==> src/rtl/div_ctrl_pkg.sv <==
// Shared types for the divider issue/retire controller.
package div_ctrl_pkg;

  typedef enum logic [1:0] {
    RUN,
    DRAIN,
    DRAINED
  } div_state_t;

  typedef struct packed {
    logic guard;
    logic round;
    logic sticky;
    logic count;
  } div_flags_t;

  // Core latency in cycles equals its internal register stage count.
  function automatic int unsigned div_lat(input int unsigned pipe_stages);
    return pipe_stages;
  endfunction

endpackage

==> src/rtl/div_sig_issue_ctrl_valid_shift.sv <==
// LAT-deep valid/tag shadow of the divider core pipeline; a wire when LAT=0.
module div_valid_shift #(
  parameter int unsigned LAT   = 0,
  parameter int unsigned TAG_W = 4
) (
  input  logic             clk,
  input  logic             resetn,
  input  logic             i_en,
  input  logic             i_vld,
  input  logic [TAG_W-1:0] i_tag,
  output logic             o_vld,
  output logic [TAG_W-1:0] o_tag
);

  if (LAT == 0) begin : g_pass
    logic w_unused;
    assign w_unused = &{1'b0, clk, resetn, i_en};
    assign o_vld    = i_vld;
    assign o_tag    = i_tag;
  end else begin : g_shift
    logic [LAT-1:0]   r_vld;
    logic [TAG_W-1:0] r_tag [LAT];

    always_ff @(posedge clk or negedge resetn) begin
      if (!resetn) begin
        r_vld <= '0;
        for (int unsigned i = 0; i < LAT; i++) r_tag[i] <= '0;
      end else if (i_en) begin
        r_vld[0] <= i_vld;
        r_tag[0] <= i_tag;
        for (int unsigned i = 1; i < LAT; i++) begin
          r_vld[i] <= r_vld[i-1];
          r_tag[i] <= r_tag[i-1];
        end
      end
    end

    assign o_vld = r_vld[LAT-1];
    assign o_tag = r_tag[LAT-1];
  end

endmodule

==> src/rtl/div_sig_issue_ctrl.sv <==
// Issue/retire controller for the pipelined radix-4 significand divider core:
// valid/ready on both sides, tag tracking, core stall and drain handshake.
module div_sig_issue_ctrl
  import div_ctrl_pkg::*;
#(
  parameter int unsigned SIG_W       = 23,
  parameter int unsigned PIPE_STAGES = 0,
  parameter int unsigned TAG_W       = 4
) (
  input  logic                              clk,
  input  logic                              resetn,
  input  logic                              in_valid,
  output logic                              in_ready,
  input  logic [SIG_W:0]                    in_x,
  input  logic [SIG_W:0]                    in_d,
  input  logic [TAG_W-1:0]                  in_tag,
  output logic [SIG_W:0]                    dp_x,
  output logic [SIG_W:0]                    dp_d,
  output logic                              dp_enable,
  input  logic [SIG_W:0]                    dp_quotient,
  input  logic                              dp_guard,
  input  logic                              dp_round,
  input  logic                              dp_sticky,
  input  logic                              dp_count,
  output logic                              out_valid,
  input  logic                              out_ready,
  output logic [SIG_W:0]                    out_quotient,
  output logic                              out_guard,
  output logic                              out_round,
  output logic                              out_sticky,
  output logic                              out_count,
  output logic [TAG_W-1:0]                  out_tag,
  input  logic                              drain_req,
  output logic                              drain_done,
  output logic                              busy,
  output logic [$clog2(PIPE_STAGES+2)-1:0] occupancy
);

  localparam int unsigned LAT   = div_lat(PIPE_STAGES);
  localparam int unsigned OCC_W = $clog2(PIPE_STAGES + 2);

  typedef struct packed {
    logic [SIG_W:0]   quotient;
    div_flags_t       flags;
    logic [TAG_W-1:0] tag;
  } result_t;

  div_state_t       r_state;
  logic             r_live;
  logic             r_drain_done;
  logic             r_out_valid;
  result_t          r_res;
  logic [OCC_W-1:0] r_occ;

  logic             w_advance;
  logic             w_en;
  logic             w_accept;
  logic             w_retire;
  logic             w_head_vld;
  logic [TAG_W-1:0] w_head_tag;

  // r_live keeps in_ready and the core enable low until the first edge after reset.
  assign w_advance = !r_out_valid || out_ready;
  assign w_en      = w_advance && r_live;
  assign in_ready  = w_en && (r_state == RUN) && !drain_req;
  assign w_accept  = in_valid && in_ready;
  assign w_retire  = r_out_valid && out_ready;

  assign dp_x      = in_x;
  assign dp_d      = in_d;
  assign dp_enable = w_en;

  div_valid_shift #(
    .LAT   (LAT),
    .TAG_W (TAG_W)
  ) u_shift (
    .clk    (clk),
    .resetn (resetn),
    .i_en   (w_en),
    .i_vld  (w_accept),
    .i_tag  (in_tag),
    .o_vld  (w_head_vld),
    .o_tag  (w_head_tag)
  );

  always_ff @(posedge clk or negedge resetn) begin
    if (!resetn) begin
      r_live      <= 1'b0;
      r_out_valid <= 1'b0;
      r_res       <= '0;
      r_occ       <= '0;
    end else begin
      r_live <= 1'b1;
      if (w_en) begin
        r_out_valid <= w_head_vld;
        r_res       <= '{quotient: dp_quotient,
                         flags:    '{guard: dp_guard, round: dp_round,
                                     sticky: dp_sticky, count: dp_count},
                         tag:      w_head_tag};
      end
      if (w_accept && !w_retire)      r_occ <= r_occ + OCC_W'(1);
      else if (!w_accept && w_retire) r_occ <= r_occ - OCC_W'(1);
    end
  end

  always_ff @(posedge clk or negedge resetn) begin
    if (!resetn) begin
      r_state      <= RUN;
      r_drain_done <= 1'b0;
    end else begin
      case (r_state)
        RUN: if (drain_req) r_state <= DRAIN;
        DRAIN: if (r_occ == '0) begin
          r_state      <= DRAINED;
          r_drain_done <= 1'b1;
        end
        DRAINED: if (!drain_req) begin
          r_state      <= RUN;
          r_drain_done <= 1'b0;
        end
        default: begin
          r_state      <= RUN;
          r_drain_done <= 1'b0;
        end
      endcase
    end
  end

  assign out_valid    = r_out_valid;
  assign out_quotient = r_res.quotient;
  assign out_guard    = r_res.flags.guard;
  assign out_round    = r_res.flags.round;
  assign out_sticky   = r_res.flags.sticky;
  assign out_count    = r_res.flags.count;
  assign out_tag      = r_res.tag;
  assign drain_done   = r_drain_done;
  assign busy         = (r_occ != '0);
  assign occupancy    = r_occ;

endmodule

==> config.mk <==
export PLATFORM = sky130hd
export DESIGN_NAME = div_sig_issue_ctrl
export DESIGN_NICKNAME = d
export VERILOG_FILES = /design/src/rtl/div_ctrl_pkg.sv /design/src/rtl/div_sig_issue_ctrl_valid_shift.sv /design/src/rtl/div_sig_issue_ctrl.sv
export SDC_FILE = /design/constraint.sdc
export NUM_CORES = 1
export LEC_CHECK = 0
export BUFFER_PORTS_ARGS = -buffer_cell sky130_fd_sc_hd__clkbuf_2
export CORE_MARGIN = 10
export CORE_UTILIZATION = 40
export DETAILED_ROUTE_END_ITERATION = 10
export MAX_ROUTING_LAYER = met4
export PLACE_DENSITY = 0.86
export SYNTH_ARGS = -nofsm -noshare
export SYNTH_HDL_FRONTEND = slang
export SYNTH_SLANG_ARGS = --single-unit
==> constraint.sdc <==
create_clock -name clk -period 2.8 [get_ports clk]
set_clock_uncertainty 0.15 [all_clocks]
set_input_delay 0.28 -clock clk [delete_from_list [all_inputs] [get_ports clk]]
set_output_delay 0.28 -clock clk [all_outputs]
set_load 0.01 [all_outputs]
==> run summary <==
status -> complete, but fails checks
violated checks -> hold timing
Post-Synth Simple-Gate Area -> 1.69%
RSZ-0062 raised after global routing -> no
Ys Warns -> 0
initial antenna violation count -> 0
I/O Pins -> 171
flops & latches, synth -> 38
DR vias/cell -> 4.60
combinational power share -> 23.6%
syn_nets -> 227
max_cap viols -> 0
row cnt -> 25
Startpoint Class -> flip-flop
post_cts resized -> 0
top cells by area, synth -> dfrtp_1, buf_4, mux2_4
WL per Instance -> 17.9 microns
CTS tree -> yes
Data arrival, critical path -> 1.56 ns
# nets final -> 257
Slew Limit Fails -> 0
Most used DFF post-synth -> dfrtp_1
DIE AREA -> 7980 sq um
final std cell area, no fill -> 2110 sq um
worst-margin pin slew -> 0.949 ns
clock group share of total power -> 33.2%
Pint -> 0.00122 W
syn avg cell area -> 13.5 sq um
WL final -> 4050 microns
switching power -> 0.000465 W
vias in the first global route -> 1180
Synth cell types -> 22
Commonest cells post-synth -> buf_4, dfrtp_1, mux2_4
WHS -> -0.0283 ns
final core occ -> 45.0%
root buffer cell -> clkbuf_8
R2R setup slack -> 0.92 ns
setup TNS -> 0 ns
filler-free cell count of the finished design -> 227
Initial Utilization -> 41.0%
min Tclk post-route -> 1.99 ns
Routed Antenna Nets -> 0
PwrDens -> 800 nW/um^2
Hold Fails Final Rpt -> 38
Pleak -> 1.10 nW
Max VDD drop -> 0.000260 V
clock sink count -> 38
Critical Path Slowest Stage Cell -> o21ai_4
hold crit path type -> in2async
pin count of the biggest net entering global routing -> 39
Vias -> 1044
DR DRC count -> 0
Critical Path RT -> 2.37 ns
height of the chip -> 89.3 microns
Clock Latency Late Sink -> 0.29 ns
asr flop ratio synth -> 100%
H-tree Lvls -> 2
grt total ovfl -> 0
Synth Instances -> 142
Yosys top cell by area -> dfrtp_1
Layout area overhead -> 9.69%
Worst path max stage delay -> 0.51 ns
hold_buf cts -> 0
critical path class -> reg2out
XOR/XNOR share of the synthesized area -> 0.911%
fillers -> 432
DP Area -> 1970 sq um
Pre-Repair DR Iteration Count -> 3
# Post-CTS Setup Buffers -> 0
DIE WIDTH -> 89.3 microns
crit path max fanout -> 17
CTS Buf Count -> 5
Clock Path Buffers -> 2
Compound-Gate Fraction of Synth Area -> 2.73%
Rel. slew slack -> 36.7%
most numerous cell in the Yosys netlist -> buf_4
largest family of logic cells by synthesized area -> multiplexers
Post-synth EDFFs -> 0
worst-path cell chain -> inv_2 > o21ai_4 > nor2b_1 > clkbuf_2
first-pass GRT wire length -> 6080 microns
post-DP HPWL -> 3200 microns
Clk pin slew, worst setup/hold paths -> 0.08 ns
post-synthesis sequential area ratio -> 49.4%
Seq pwr share -> 43.3%
gr usage total -> 10.3%
post-synthesis mux area share -> 23.2%
fraction of layout cells with a size suffix above 1 -> 64.2%
Synth Cell Area -> 1920 sq um
Final GP Congestion -> 0.693
Crit. End Element -> primary output
switching power share of the total -> 27.6%
fmax -> 504 MHz
setup violators final -> 0
adder-cell share of the synthesized area -> 0%
Ant. Diodes -> 0
I/O Buffers -> 74
Iteration-0 DRC Markers -> 25
Inst Count DP -> 219
post-synth top area share -> 49.4%
Core ar. -> 4690 sq um
period utilization -> 70.9%
[metrics by stage]
stage / total power, W / setup slack, ns
floorplan: 0.00105 / 1.27
detailed placement: 0.00115 / 0.915
CTS: 0.00172 / 0.773
global placement: 0.00113 / 0.956
global route: 0.00178 / 0.675
finish: 0.00169 / 0.814
[critical path, delay by kind of cell, from the launching register on]
| family | cells | cell delay (ns) |
|---|---|---|
| AO/OA/AOI/OAI | 1 | 0.51 |
| buffers and inverters | 2 | 0.23 |
| flip-flops | 1 | 0.41 |
| AND/OR/NAND/NOR | 1 | 0.11 |
[layout by cell type (no fill, tap or decap), drive strengths merged, types with 2 or more instances in the layout]
cell type,count
o22ai,2
dfrtp,38
bufinv,2
nand2,3
clkbuf,79
xnor2,2
inv,3
mux2,32
[final cells by class]
type	instances	area, sq um	area share, %
tap	54	67.6	3.20
timing repair buffer	75	390	18.5
clock buffer	5	68.8	3.26
multi-input combinational	49	552	26.2
clock inverter	3	68.8	3.26
sequential	38	951	45.1
inverter	3	11.3	0.534
[power by group through the flow]
stage                     Clock (W)  Combinational, W  Sequential [W]
final                      0.000560          0.000398        0.000730
after CTS                  0.000580          0.000411        0.000731
after global routing       0.000599          0.000437        0.000748
after floorplan                   0          0.000280        0.000770
after detailed placement          0          0.000411        0.000739
after global placement            0          0.000397        0.000737
[sequential cells by signal (all words and copies together), names as in the netlist]
name          cells
drain_done        1
r_state           2
r_live            1
out_quotient     24
out_valid         1
out_guard         1
out_round         1
busy              1
out_count         1
out_sticky        1
out_tag           4
[final timing paths]
check                                 start               end  depth (start not counted)
max in group asynchronous            resetn  out_quotient[16]                          1
hold / removal                       resetn  out_quotient[17]                          1
setup / recovery                  out_valid          in_ready                          4
min in group clk            dp_quotient[19]  out_quotient[19]                          2
hold reg to reg            out_quotient[19]  out_quotient[19]                          1
setup reg to reg                  out_valid  out_quotient[16]                          4
[logic make-up (layout without fill, tap and decap cells)]
family,Yosys count,count (layout)
buffers and inverters,55,86
flip-flops,38,38
multiplexers,33,33
AND/OR/NAND/NOR,7,7
AO/OA/AOI/OAI,6,6
XOR/XNOR,2,2
other,1,1
[per-layer routing]
metal	track usage [%]	share of wire (%)	vias to the layer above
li1	-	-	476
met1	10.8	36	506
met2	16.5	53	55
met3	3.37	9.7	7
met4	6.21	1.7	0
met5	-	0	-
No activity file was read; power rests on OpenSTA's default activity.
